<file path="config.mk">
export PLATFORM = sky130hd
export DESIGN_NAME = idft_wb_stream_bridge
export DESIGN_NICKNAME = d
export VERILOG_FILES = /design/src/rtl/idft_wb_stream_bridge.sv
export SDC_FILE = /design/constraint.sdc
export NUM_CORES = 1
export LEC_CHECK = 0
export BUFFER_PORTS_ARGS = -buffer_cell sky130_fd_sc_hd__buf_2
export CAP_MARGIN = 30
export CELL_PAD_IN_SITES_DETAIL_PLACEMENT = 1
export CELL_PAD_IN_SITES_GLOBAL_PLACEMENT = 1
export CORE_MARGIN = 2
export CORE_UTILIZATION = 25
export CTS_BUF_LIST = sky130_fd_sc_hd__clkbuf_4 sky130_fd_sc_hd__clkbuf_8
export CTS_CLUSTER_DIAMETER = 60
export DETAILED_ROUTE_END_ITERATION = 10
export PLACE_DENSITY = 0.49
export SLEW_MARGIN = 20
export SYNTH_ARGS = -nofsm -noshare
export SYNTH_HDL_FRONTEND = slang
export SYNTH_SLANG_ARGS = --single-unit
</file>
<file path="constraint.sdc">
create_clock -name clk -period 5.99 [get_ports clk]
set_input_delay 0.599 -clock clk [delete_from_list [all_inputs] [get_ports clk]]
set_output_delay 0.599 -clock clk [all_outputs]
set_load 0.05 [all_outputs]
</file>
<file path="src/rtl/idft_wb_stream_bridge.sv">
// Wishbone-to-stream bridge for the IDFT tile: CPU writes samples into an
// input FIFO that feeds the core, and reads core results back out of an output
// FIFO. Registered single-cycle Wishbone responses, level interrupt on
// output data available.

`timescale 1ns/1ps

// Synchronous FIFO with a flush that overrides any same-cycle push or pop.
module idft_wb_fifo #(
  parameter int DEPTH = 8
) (
  input  logic                       clk,
  input  logic                       rst_n,
  input  logic                       flush_i,
  input  logic                       push_i,
  input  logic [31:0]                data_i,
  input  logic                       pop_i,
  output logic [31:0]                data_o,
  output logic [$clog2(DEPTH):0]     count_o,
  output logic [$clog2(DEPTH):0]     count_next_o,
  output logic                       full_o,
  output logic                       empty_o
);
  localparam int AW = $clog2(DEPTH);
  localparam int CW = AW + 1;

  logic [31:0]   mem_q [DEPTH];
  logic [AW-1:0] wr_q, wr_d, rd_q, rd_d;
  logic [CW-1:0] cnt_q, cnt_d;

  // Next pointers and count; DEPTH is a power of two so pointers wrap naturally.
  always_comb begin
    wr_d  = wr_q;
    rd_d  = rd_q;
    cnt_d = cnt_q;
    if (flush_i) begin
      wr_d  = '0;
      rd_d  = '0;
      cnt_d = '0;
    end else begin
      if (push_i) wr_d = wr_q + AW'(1);
      if (pop_i)  rd_d = rd_q + AW'(1);
      cnt_d = cnt_q + CW'(push_i) - CW'(pop_i);
    end
  end

  // Pointer and count registers.
  always_ff @(posedge clk or negedge rst_n) begin
    if (!rst_n) begin
      wr_q  <= '0;
      rd_q  <= '0;
      cnt_q <= '0;
    end else begin
      wr_q  <= wr_d;
      rd_q  <= rd_d;
      cnt_q <= cnt_d;
    end
  end

  // Storage write.
  // NOTE: the data array has no reset; entries are only visible once the count covers them.
  always_ff @(posedge clk) begin
    if (push_i && !flush_i) mem_q[wr_q] <= data_i;
  end

  assign data_o       = mem_q[rd_q];
  assign count_o      = cnt_q;
  assign count_next_o = cnt_d;
  assign full_o       = (cnt_q == CW'(DEPTH));
  assign empty_o      = (cnt_q == '0);
endmodule

module idft_wb_stream_bridge #(
  parameter int FIFO_DEPTH = 8
) (
  input  logic        clk,
  input  logic        rst_n,
  input  logic [31:0] wb_adr_i,
  input  logic [31:0] wb_dat_i,
  input  logic [3:0]  wb_sel_i,
  input  logic        wb_we_i,
  input  logic        wb_cyc_i,
  input  logic        wb_stb_i,
  output logic [31:0] wb_dat_o,
  output logic        wb_ack_o,
  output logic        wb_err_o,
  output logic [31:0] s_out_data,
  output logic        s_out_valid,
  input  logic        s_out_ready,
  input  logic [31:0] m_in_data,
  input  logic        m_in_valid,
  output logic        m_in_ready,
  output logic        irq
);
  localparam int CW = $clog2(FIFO_DEPTH) + 1;

  typedef enum logic [2:0] {
    REG_DATA_IN  = 3'd0,
    REG_DATA_OUT = 3'd1,
    REG_STATUS   = 3'd2,
    REG_CTRL     = 3'd3
  } reg_idx_e;

  logic          ack_q, ack_d, err_q, err_d, irq_q, irq_d;
  logic          irq_en_q, irq_en_d, rdy_en_q;
  logic [31:0]   dat_q, dat_d, status;
  logic          req, bad, flush, ctrl_wr;
  logic          in_push, in_pop, in_full, in_empty;
  logic          out_push, out_pop, out_full, out_empty;
  logic [31:0]   out_head;
  logic [CW-1:0] in_cnt, in_cnt_next, out_cnt, out_cnt_next;
  logic [2:0]    idx;
  logic          unused_bits;

  assign idx         = wb_adr_i[4:2];
  assign unused_bits = ^{wb_adr_i[31:5], wb_adr_i[1:0], in_cnt_next};

  // A new request is one not already being answered this cycle.
  assign req = wb_cyc_i && wb_stb_i && !(ack_q || err_q);

  assign status = {9'b0, 7'(out_cnt), 1'b0, 7'(in_cnt), 4'b0,
                   out_empty, out_full, in_empty, in_full};

  // Decode the request, classify it as ack or err, and form the read data.
  always_comb begin
    bad = (wb_sel_i != 4'hF) || idx[2]
       || (wb_we_i  && (idx == REG_DATA_OUT || idx == REG_STATUS))
       || (wb_we_i  && idx == REG_DATA_IN  && in_full)
       || (!wb_we_i && idx == REG_DATA_OUT && out_empty);
    ack_d   = req && !bad;
    err_d   = req && bad;
    ctrl_wr = ack_d && wb_we_i && idx == REG_CTRL;
    flush   = ctrl_wr && wb_dat_i[0];
    in_push = ack_d && wb_we_i && idx == REG_DATA_IN;
    out_pop = ack_d && !wb_we_i && idx == REG_DATA_OUT;
    irq_en_d = ctrl_wr ? wb_dat_i[1] : irq_en_q;
    dat_d = '0;
    if (ack_d && !wb_we_i) begin
      case (idx)
        REG_DATA_OUT: dat_d = out_head;
        REG_STATUS:   dat_d = status;
        REG_CTRL:     dat_d = {30'b0, irq_en_q, 1'b0};
        default:      dat_d = '0;
      endcase
    end
    irq_d = irq_en_d && (out_cnt_next != '0);
  end

  assign in_pop   = s_out_valid && s_out_ready;
  assign out_push = m_in_valid && m_in_ready;

  // Response, control and interrupt registers.
  always_ff @(posedge clk or negedge rst_n) begin
    if (!rst_n) begin
      ack_q    <= 1'b0;
      err_q    <= 1'b0;
      dat_q    <= '0;
      irq_en_q <= 1'b0;
      irq_q    <= 1'b0;
      rdy_en_q <= 1'b0;
    end else begin
      ack_q    <= ack_d;
      err_q    <= err_d;
      dat_q    <= dat_d;
      irq_en_q <= irq_en_d;
      irq_q    <= irq_d;
      rdy_en_q <= 1'b1;
    end
  end

  idft_wb_fifo #(.DEPTH(FIFO_DEPTH)) u_in_fifo (
    .clk          (clk),
    .rst_n        (rst_n),
    .flush_i      (flush),
    .push_i       (in_push),
    .data_i       (wb_dat_i),
    .pop_i        (in_pop),
    .data_o       (s_out_data),
    .count_o      (in_cnt),
    .count_next_o (in_cnt_next),
    .full_o       (in_full),
    .empty_o      (in_empty)
  );

  idft_wb_fifo #(.DEPTH(FIFO_DEPTH)) u_out_fifo (
    .clk          (clk),
    .rst_n        (rst_n),
    .flush_i      (flush),
    .push_i       (out_push),
    .data_i       (m_in_data),
    .pop_i        (out_pop),
    .data_o       (out_head),
    .count_o      (out_cnt),
    .count_next_o (out_cnt_next),
    .full_o       (out_full),
    .empty_o      (out_empty)
  );

  assign wb_ack_o    = ack_q;
  assign wb_err_o    = err_q;
  assign wb_dat_o    = dat_q;
  assign irq         = irq_q;
  assign s_out_valid = !in_empty;
  // Ready is held low through reset and until the first clock after release.
  assign m_in_ready  = rdy_en_q && !out_full;
endmodule

</file>
==> results.sh, run 1 <==
export IMPL_period_share_pct=60.3
export IMPL_critPathKind="flop to flop"
export IMPL_grt_overflow_total=0
export IMPL_cts_sinks=569
export IMPL_required_ps=6360
export IMPL_antenna_left=0
export IMPL_crit_fanout=22
export IMPL_cts_tree="done"
export IMPL_cap_violations=0
export IMPL_dieArea_sq_um=89700
export IMPL_synth_edf_count=512
export IMPL_std_cell_rows=108
export IMPL_hold_viol=0
export IMPL_place_hpwl_mm=30.0
export IMPL_post_cts_buffers=0
export IMPL_powerDensity_nw_per_um2=402
export IMPL_grtUsageTotal_pct=12.0
export IMPL_cts_root_buf="clkbuf_8"
export IMPL_htreeDepth=3
export IMPL_worst_path_largest_cell_delay_ps=850
export IMPL_first_global_vias=11942
export IMPL_synth_area_sq_um=21800
export IMPL_fmax_mhz=277
export IMPL_syn_inst=1036
export IMPL_cts_resized=0
export IMPL_drive_above_1_share_pct=37.9
export IMPL_synth_nets=1161
export IMPL_nNetsFinal=1392
export IMPL_hp_class="input pin to flop"
export IMPL_grt_pass1_wl_mm=79.5
export IMPL_async_flop_share_pct=10.0
export IMPL_place_gp_congestion=0.683
export IMPL_syn_to_final_growth_pct=20.2
export IMPL_drc=0
export IMPL_first_pass_iters=4
export IMPL_vias=10717
export IMPL_cellLeakagePower_uw=0.00864
export IMPL_crit_arrival_ps=3980
export IMPL_dp_cells=2316
export IMPL_slew_violations=0
export IMPL_drt_initial_drc_count=641
export IMPL_critical_path_slowest_cell="nor2_4"
export IMPL_routed_wl_mm=53.2
export IMPL_relSlewSlack_pct=36.9
export IMPL_start_kind="flop"
export IMPL_place_port_buffers=146
export IMPL_whs_ps=175
export IMPL_fin_tns_setup_ps=0
export IMPL_die_w_um=300
export IMPL_finalNonFillerCells=2506
export IMPL_setup_viol=0
export IMPL_synthDistinctLibCells=48
export IMPL_synth_seq_cells=569
export IMPL_end_kind="flop"
export IMPL_rsz0062_at_grt="false"
export IMPL_clock_path_buffers=3
export IMPL_clkTransAtPathRegs_ps=60
export IMPL_grt_max_degree=60
export IMPL_cts_buffers=100
export IMPL_via_per_inst=4.28
export IMPL_start_util_pct=25.2
export IMPL_worst_slew_pin_slew_ps=944
export IMPL_yosys_warnings=0
export IMPL_syn_area_per_cell_sq_um=21.1
export IMPL_skew_ps=22.3
export IMPL_die_h_um=300
export IMPL_finalCriticalPeriod_ps=3610
export IMPL_ir_drop_mv=0.274
export IMPL_status="finished, final reports clean"
export IMPL_core_sq_um=86600
export IMPL_ys_flop_type="edfxtp_1"
export IMPL_clk_latency_ps=690
export IMPL_antenna_found_initial=8
export IMPL_yosysSeqAreaShare_pct=77.0
export IMPL_crit_chain="inv_1 > ha_1 > nor3b_1 > nor4b_1 > nand3_1 > nor2_4 > buf_4"
export IMPL_wire_per_inst_um=21.2
export IMPL_ios=176
==> worst max-delay path: cells and delay by family, from the launching register on <==
family | cells | cell delay [ps]
adder cells (fa/ha/maj) | 1 | 190
flip-flops | 1 | 340
buffers and inverters | 2 | 450
AND/OR/NAND/NOR | 4 | 2280
==> cell usage in the layout, fill, tap and decap left out, drive strengths merged, types with 2 or more instances in the layout <==
cell type	count
edfxtp	512
buf	178
clkbuf	138
mux4	116
dfrtp	57
mux2i	47
nor2	39
clkinv	34
mux2	32
inv	24
nand2	21
a21oi	19
ha	16
a22oi	11
o211ai	10
nor3b	8
and2	7
nand3	7
nor3	7
nand2b	6
o21ai	6
xnor2	5
clkinvlp	5
nor4	4
or3b	3
nor2b	3
a32oi	3
xor2	3
bufinv	3
nand3b	2
a21o	2
or3	2
nand4	2
fa	2
or4	2
==> routing by layer <==
layer	wire [um]	track usage (%)	vias up
li1	-	-	4696
met1	22900	15.1	5664
met2	26200	20.0	243
met3	2790	3.35	102
met4	1300	3.71	12
met5	76	0	-
==> where the power goes <==
group | internal [uW] | switching (uW)
Clock | 1960 | 1610
Combinational | 879 | 1450
Sequential | 4520 | 122
==> cell type report <==
type                            count  area [sq um]
Fill cell                        8851         60400
Clock inverter                     47           332
Tap cell                         1155          1450
Clock buffer                      138          1680
Sequential cell                   569         16800
Timing Repair Buffer              179          1050
Multi-Input combinational cell    398          4840
Antenna cell                        1          2.50
Inverter                           19          71.3
==> state kept, by name, indices dropped and copies added (netlist names) <==
signal / flops
irq: 1
wb_dat_o: 32
rdy_en_q: 1
wb_err_o: 1
u_in_fifo.wr_q: 3
u_out_fifo.mem_q: 256
u_in_fifo.rd_q: 3
u_in_fifo.mem_q: 256
irq_en_q: 1
u_out_fifo.wr_q: 3
u_in_fifo.count_o: 4
u_out_fifo.rd_q: 3
wb_ack_o: 1
u_out_fifo.count_o: 4
==> repair_timing <==
item	in CTS	in global routing
hold buffers	1	0
endpoints found under the hold margin	19	0
endpoints found under the setup margin	0	0
==> through the flow <==
stage	utilization, %	setup slack, ps	total power, uW	area [sq um]
2_1_floorplan	-	727	6430	21800
3_3_place_gp	27.8	2030	7060	24100
3_5_place_dp	27.9	1950	7080	24100
4_1_cts	30.2	1940	10800	26200
5_1_grt	30.3	2060	11100	26200
6_report	30.3	2380	10500	26200
==> logic make-up (layout without fill, tap and decap cells) <==
| kind of cell | count (synthesis) | after routing | share of synthesized area, % |
|---|---|---|---|
| flops | 569 | 569 | 77.0 |
| compound gates | 57 | 57 | 1.72 |
| mux | 195 | 195 | 15.8 |
| xor+xnor | 8 | 8 | 0.321 |
| simple gates | 119 | 119 | 2.83 |
| fa+ha+maj | 18 | 18 | 1.10 |
| other cells | 1 | 2 | 0.0172 |
| buf+inv | 69 | 383 | 1.30 |
==> Yosys cell counts (2+ instances only) <==
cell type	instances	area share, %
xor2_1	3	0.12
nand2_1	21	0.36
o21ai_0	6	0.14
mux2i_1	47	2.2
xnor2_1	5	0.20
a21oi_1	19	0.44
nor2b_1	3	0.086
a22oi_1	11	0.38
or3b_2	3	0.12
fa_1	2	0.18
nand4_1	2	0.057
nand3_1	7	0.16
and2_1	7	0.20
nand2b_1	6	0.17
nor2_1	39	0.67
ha_1	16	0.92
nand3b_1	2	0.069
mux4_2	116	12
o211ai_1	10	0.34
dfrtp_1	57	6.5
buf_1	6	0.10
nor3b_1	8	0.28
nor3_1	7	0.16
buf_2	13	0.30
mux2_2	32	1.7
clkbuf_1	29	0.50
a21o_1	2	0.069
a32oi_1	3	0.12
nor4_1	4	0.11
edfxtp_1	512	70
or3_1	2	0.057
buf_4	2	0.069
inv_1	19	0.33
==> path summary, 6_finish.rpt <==
| path | startpoint | end | slack, ps | cells after the start |
|---|---|---|---|---|
| worst max register to register | u_in_fifo.count_o[2] | u_in_fifo.mem_q[7][9] | 2380 | 7 |
| min in group asynchronous | rst_n | wb_dat_o[28] | 340 | 2 |
| worst min-delay path | m_in_data[27] | u_out_fifo.mem_q[6][27] | 170 | 1 |
| worst max-delay path | u_in_fifo.count_o[2] | u_in_fifo.mem_q[7][9] | 2380 | 7 |
| max in group asynchronous | rst_n | u_in_fifo.rd_q[0] | 5040 | 3 |
| worst min register to register | u_in_fifo.count_o[2] | wb_dat_o[10] | 570 | 2 |
Note: power is estimated with default switching activity, not from simulation.
==> run 2: changes to the inputs <==
clock period = 3.35 ns   (was 5.99 ns; I/O delays follow)
==> results.sh, run 2 (synthesis gave the netlist of run 1 again) <==
export IMPL_status="finished, final reports clean"
export IMPL_drive_above_1_share_pct=37.4
export IMPL_htreeDepth=3
export IMPL_dieArea_sq_um=89700
export IMPL_cts_buffers=100
export IMPL_syn_to_final_growth_pct=24.8
export IMPL_drt_initial_drc_count=486
export IMPL_r2r_end="irq"
export IMPL_cts_root_buf="clkbuf_8"
export IMPL_ir_drop_mv=0.380
export IMPL_r2r_slack_ps=540
export IMPL_nNetsFinal=1470
export IMPL_first_global_vias=12502
export IMPL_whs_ps=110
export IMPL_routed_wl_mm=53.1
export IMPL_finalCriticalPeriod_ps=3120
export IMPL_grt_overflow_total=0
export IMPL_required_ps=3010
export IMPL_cts_sinks=569
export IMPL_crit_arrival_ps=2780
export IMPL_cts_resized=0
export IMPL_rsz0062_at_grt="false"
export IMPL_relSlewSlack_pct=42.1
export IMPL_first_pass_iters=4
export IMPL_setup_viol=0
export IMPL_start_kind="flop"
export IMPL_post_cts_buffers=0
export IMPL_place_area_sq_um=24500
export IMPL_period_share_pct=93.0
export IMPL_grtUsageTotal_pct=12.0
export IMPL_reg2regPathDepth=13
export IMPL_endpoint="s_out_data[25]"
export IMPL_ios=176
export IMPL_final_common_cell="edfxtp_1"
export IMPL_clkTransAtPathRegs_ps=60
export IMPL_seq_area_sq_um=16800
export IMPL_place_hpwl_mm=30.7
export IMPL_multi_input_area_sq_um=4900
export IMPL_design_area_sq_um=27200
export IMPL_end_kind="primary output"
export IMPL_regToRegStartpoint="u_out_fifo.count_o[2]"
export IMPL_place_port_buffers=146
export IMPL_powerDensity_nw_per_um2=699
export IMPL_clock_path_buffers=3
export IMPL_hold_viol=0
export IMPL_critPathKind="flop to primary output"
export IMPL_grt_max_degree=43
export IMPL_cts_tree="done"
export IMPL_cap_violations=0
export IMPL_die_w_um=300
export IMPL_std_cell_rows=108
export IMPL_fillers=8806
export IMPL_fmax_mhz=321
export IMPL_final_cell_mix="512 x edfxtp_1, 146 x buf_2, 116 x mux4_2"
export IMPL_wire_per_inst_um=20.5
export IMPL_place_gp_congestion=0.671
export IMPL_core_sq_um=86600
export IMPL_grt_pass1_wl_mm=80.1
export IMPL_vias=10954
export IMPL_die_h_um=300
export IMPL_startpoint="u_in_fifo.rd_q[0]"
export IMPL_worst_slew_pin_slew_ps=868
export IMPL_drc=0
export IMPL_cellLeakagePower_uw=0.00908
export IMPL_slew_violations=0
export IMPL_clk_latency_ps=710
export IMPL_hp_class="input pin to flop"
export IMPL_fin_tns_setup_ps=0
export IMPL_skew_ps=42.3
export IMPL_antenna_left=0
export IMPL_crit_fanout=27
export IMPL_start_util_pct=25.2
export IMPL_via_per_inst=4.24
export IMPL_antenna_found_initial=5
run 2: layout make-up:
class	count	area share (%)
Tap cell	1155	5.30
Clock buffer	152	6.69
Inverter	19	0.262
Timing Repair Buffer	257	7.16
Sequential cell	569	61.7
Clock inverter	29	0.854
Multi-Input combinational cell	398	18.0
Antenna cell	4	0.0367
run 2: repair_timing:
| action | in CTS | in global routing |
|---|---|---|
| hold buffers | 70 | 0 |
| setup endpoints to repair | 0 | 0 |
| endpoints found under the hold margin | 541 | 0 |
run 2: power by group:
group          switching [uW]  internal (uW)  total, uW
clock network            2870           3590       6460
logic                    2520           1670       4190
registers                 316           8090       8400
total                    5710          13300      19100
run 2: worst min path at each step:
stage                     startpoint       end  slack (ps)  depth (start not counted)
after global placement         rst_n  rdy_en_q         550                          1
after detailed placement       rst_n  rdy_en_q         540                          1
after CTS                   wb_cyc_i  wb_err_o          30                          3
after floorplan                rst_n       irq          40                          0
after global routing        wb_cyc_i  wb_err_o          70                          3
final                       wb_cyc_i  wb_err_o         110                          3
run 2: per-layer routing:
metal	vias to the layer above	wire [um]	part of all wire (%)	global-route usage (%)
li1	4863	-	-	-
met1	5786	22700	43	14.7
met2	200	27000	51	20.9
met3	99	2150	4.0	2.85
met4	6	1220	2.3	3.70
met5	-	26	0.049	0
run 2: worst max-delay path: stages (launching register included):
cell and delay [ps]:
dfrtp_4 690, buf_12 320, mux4_2 550, mux2_2 290
buf_2 220
run 2: per-stage QoR:
| stage | cells | power [uW] | setup slack [ps] | util (%) |
|---|---|---|---|---|
| after floorplan | 1036 | 11500 | -963 | - |
| after global placement | 2328 | 12800 | 392 | 28.3 |
| after detailed placement | 2328 | 12800 | 370 | 28.3 |
| after CTS | 2579 | 19500 | 89.9 | 31.4 |
| after global routing | 2581 | 20000 | 27.6 | 31.4 |
| final | 2583 | 19100 | 235 | 31.5 |
==> run 3: changes to the inputs <==
--- a/constraint.sdc
+++ b/constraint.sdc
@@ -3,2 +3,2 @@
 set_output_delay 0.335 -clock clk [all_outputs]
-set_load 0.05 [all_outputs]
+set_load 0.02 [all_outputs]
==> results.sh, run 3 (synthesis gave the netlist of run 1 again) <==
export IMPL_final_common_cell="edfxtp_1"
export IMPL_fin_tns_setup_ps=0
export IMPL_first_pass_iters=4
export IMPL_start_util_pct=25.2
export IMPL_cts_root_buf="clkbuf_8"
export IMPL_worst_slew_pin_slew_ps=864
export IMPL_relSlewSlack_pct=42.4
export IMPL_start_kind="flop"
export IMPL_r2r_end="u_in_fifo.count_o[1]"
export IMPL_power_switching_uw=5050
export IMPL_die_h_um=300
export IMPL_dieArea_sq_um=89700
export IMPL_finalCriticalPeriod_ps=3050
export IMPL_nNetsFinal=1475
export IMPL_crit_arrival_ps=2720
export IMPL_wire_per_inst_um=20.8
export IMPL_ios=176
export IMPL_first_global_vias=12482
export IMPL_slew_violations=0
export IMPL_place_port_buffers=146
export IMPL_clock_path_buffers=3
export IMPL_place_gp_congestion=0.668
export IMPL_multi_input_area_sq_um=4900
export IMPL_drc=0
export IMPL_cts_buffers=101
export IMPL_routedLengthMet1_mm=23.1
export IMPL_p_sw_share_pct=27.4
export IMPL_internal_power_uw=13400
export IMPL_drt_initial_drc_count=630
export IMPL_grt_overflow_total=0
export IMPL_powerDensity_nw_per_um2=677
export IMPL_final_cell_mix="512 x edfxtp_1, 146 x buf_2, 116 x mux4_2"
export IMPL_cellLeakagePower_uw=0.00909
export IMPL_cap_violations=0
export IMPL_syn_to_final_growth_pct=24.9
export IMPL_die_w_um=300
export IMPL_hold_viol=0
export IMPL_regToRegStartpoint="u_in_fifo.count_o[2]"
export IMPL_grt_pass1_wl_mm=80.3
export IMPL_place_hpwl_mm=30.7
export IMPL_clkPwrFrac_pct=35.3
export IMPL_skew_ps=41.8
export IMPL_met2WireLength_mm=27.4
export IMPL_fmax_mhz=328
export IMPL_cts_tree="done"
export IMPL_antenna_left=0
export IMPL_core_sq_um=86600
export IMPL_status="finished, final reports clean"
export IMPL_critPathKind="flop to primary output"
export IMPL_vias=11081
export IMPL_reg2regPathDepth=11
export IMPL_required_ps=3010
export IMPL_crit_fanout=14
export IMPL_grtUsageTotal_pct=12.0
export IMPL_period_share_pct=91.0
export IMPL_ir_drop_mv=0.335
export IMPL_post_route_util_pct=31.5
export IMPL_end_kind="primary output"
export IMPL_endpoint="s_out_data[18]"
export IMPL_highest_layer="met5"
export IMPL_setup_viol=0
export IMPL_comb_power_share_pct=18.9
export IMPL_antenna_found_initial=6
export IMPL_startpoint="u_in_fifo.rd_q[0]"
export IMPL_seq_area_sq_um=16800
export IMPL_r2r_slack_ps=440
export IMPL_clkTransAtPathRegs_ps=60
export IMPL_hp_class="input pin to flop"
export IMPL_power_frac_seq_pct=45.9
export IMPL_cts_resized=0
export IMPL_htreeDepth=3
export IMPL_routed_wl_mm=53.9
export IMPL_rsz0062_at_grt="false"
export IMPL_cts_sinks=569
export IMPL_fillers=8796
export IMPL_via_per_inst=4.28
export IMPL_std_cell_rows=108
export IMPL_drive_above_1_share_pct=37.3
export IMPL_grt_max_degree=45
export IMPL_met3_length_mm=2.20
export IMPL_clk_latency_ps=710
-- run 3: power groups by stage --
stage	clock, uW	sequential [uW]	combinational, uW
6_report	6520	8470	3480
3_3_place_gp	0	8670	3400
5_1_grt	7110	8540	3810
2_1_floorplan	0	8320	2480
3_5_place_dp	0	8680	3430
4_1_cts	6800	8540	3520
-- run 3: how the worst min path moves through the flow --
| stage | to | start | cells past startpoint |
|---|---|---|---|
| 5_1_grt | wb_err_o | wb_cyc_i | 3 |
| 4_1_cts | wb_err_o | wb_cyc_i | 3 |
| 3_3_place_gp | wb_dat_o[27] | rst_n | 1 |
| 3_5_place_dp | wb_dat_o[27] | rst_n | 1 |
| 6_report | wb_err_o | wb_cyc_i | 3 |
| 2_1_floorplan | irq | rst_n | 0 |
-- run 3: area by class of cell --
class                   count  share of cell area (%)
clock inverters            35                    1.14
well taps                1155                    5.30
inverters                  19                   0.261
clock buffers             147                    6.43
repair buffers            261                    7.25
flip-flops and latches    569                    61.7
multi-input cells         398                    17.9
diodes                      2                  0.0183
-- run 3: worst max-delay path, cell delays in order (launching register included) --
cell and delay (ps):
dfrtp_4 630, buf_4 380, mux4_2 560, mux2_2 280, buf_2 160
-- run 3: routing by layer --
| metal | track usage, % | vias up |
|---|---|---|
| li1 | - | 4867 |
| met1 | 15.1 | 5864 |
| met2 | 20.7 | 241 |
| met3 | 2.65 | 101 |
| met4 | 3.65 | 8 |
| met5 | 0 | - |
-- run 3: timing repair --
action,in CTS,in global routing
setup buffers,0,1
hold buffers,70,0
endpoints found under the hold margin,539,0
endpoints found under the setup margin,0,7
-- run 3: metrics by stage --
step	std cells	power, uW	cell area, sq um	setup slack (ps)	hold slack [ps]
floorplan	1036	10800	21900	-906	39.4
global placement	2331	12100	24500	406	481
detailed placement	2331	12100	24500	298	488
CTS	2583	18900	27200	14.9	18.8
global route	2585	19500	27300	118	63.6
finish	2586	18500	27300	300	99.8
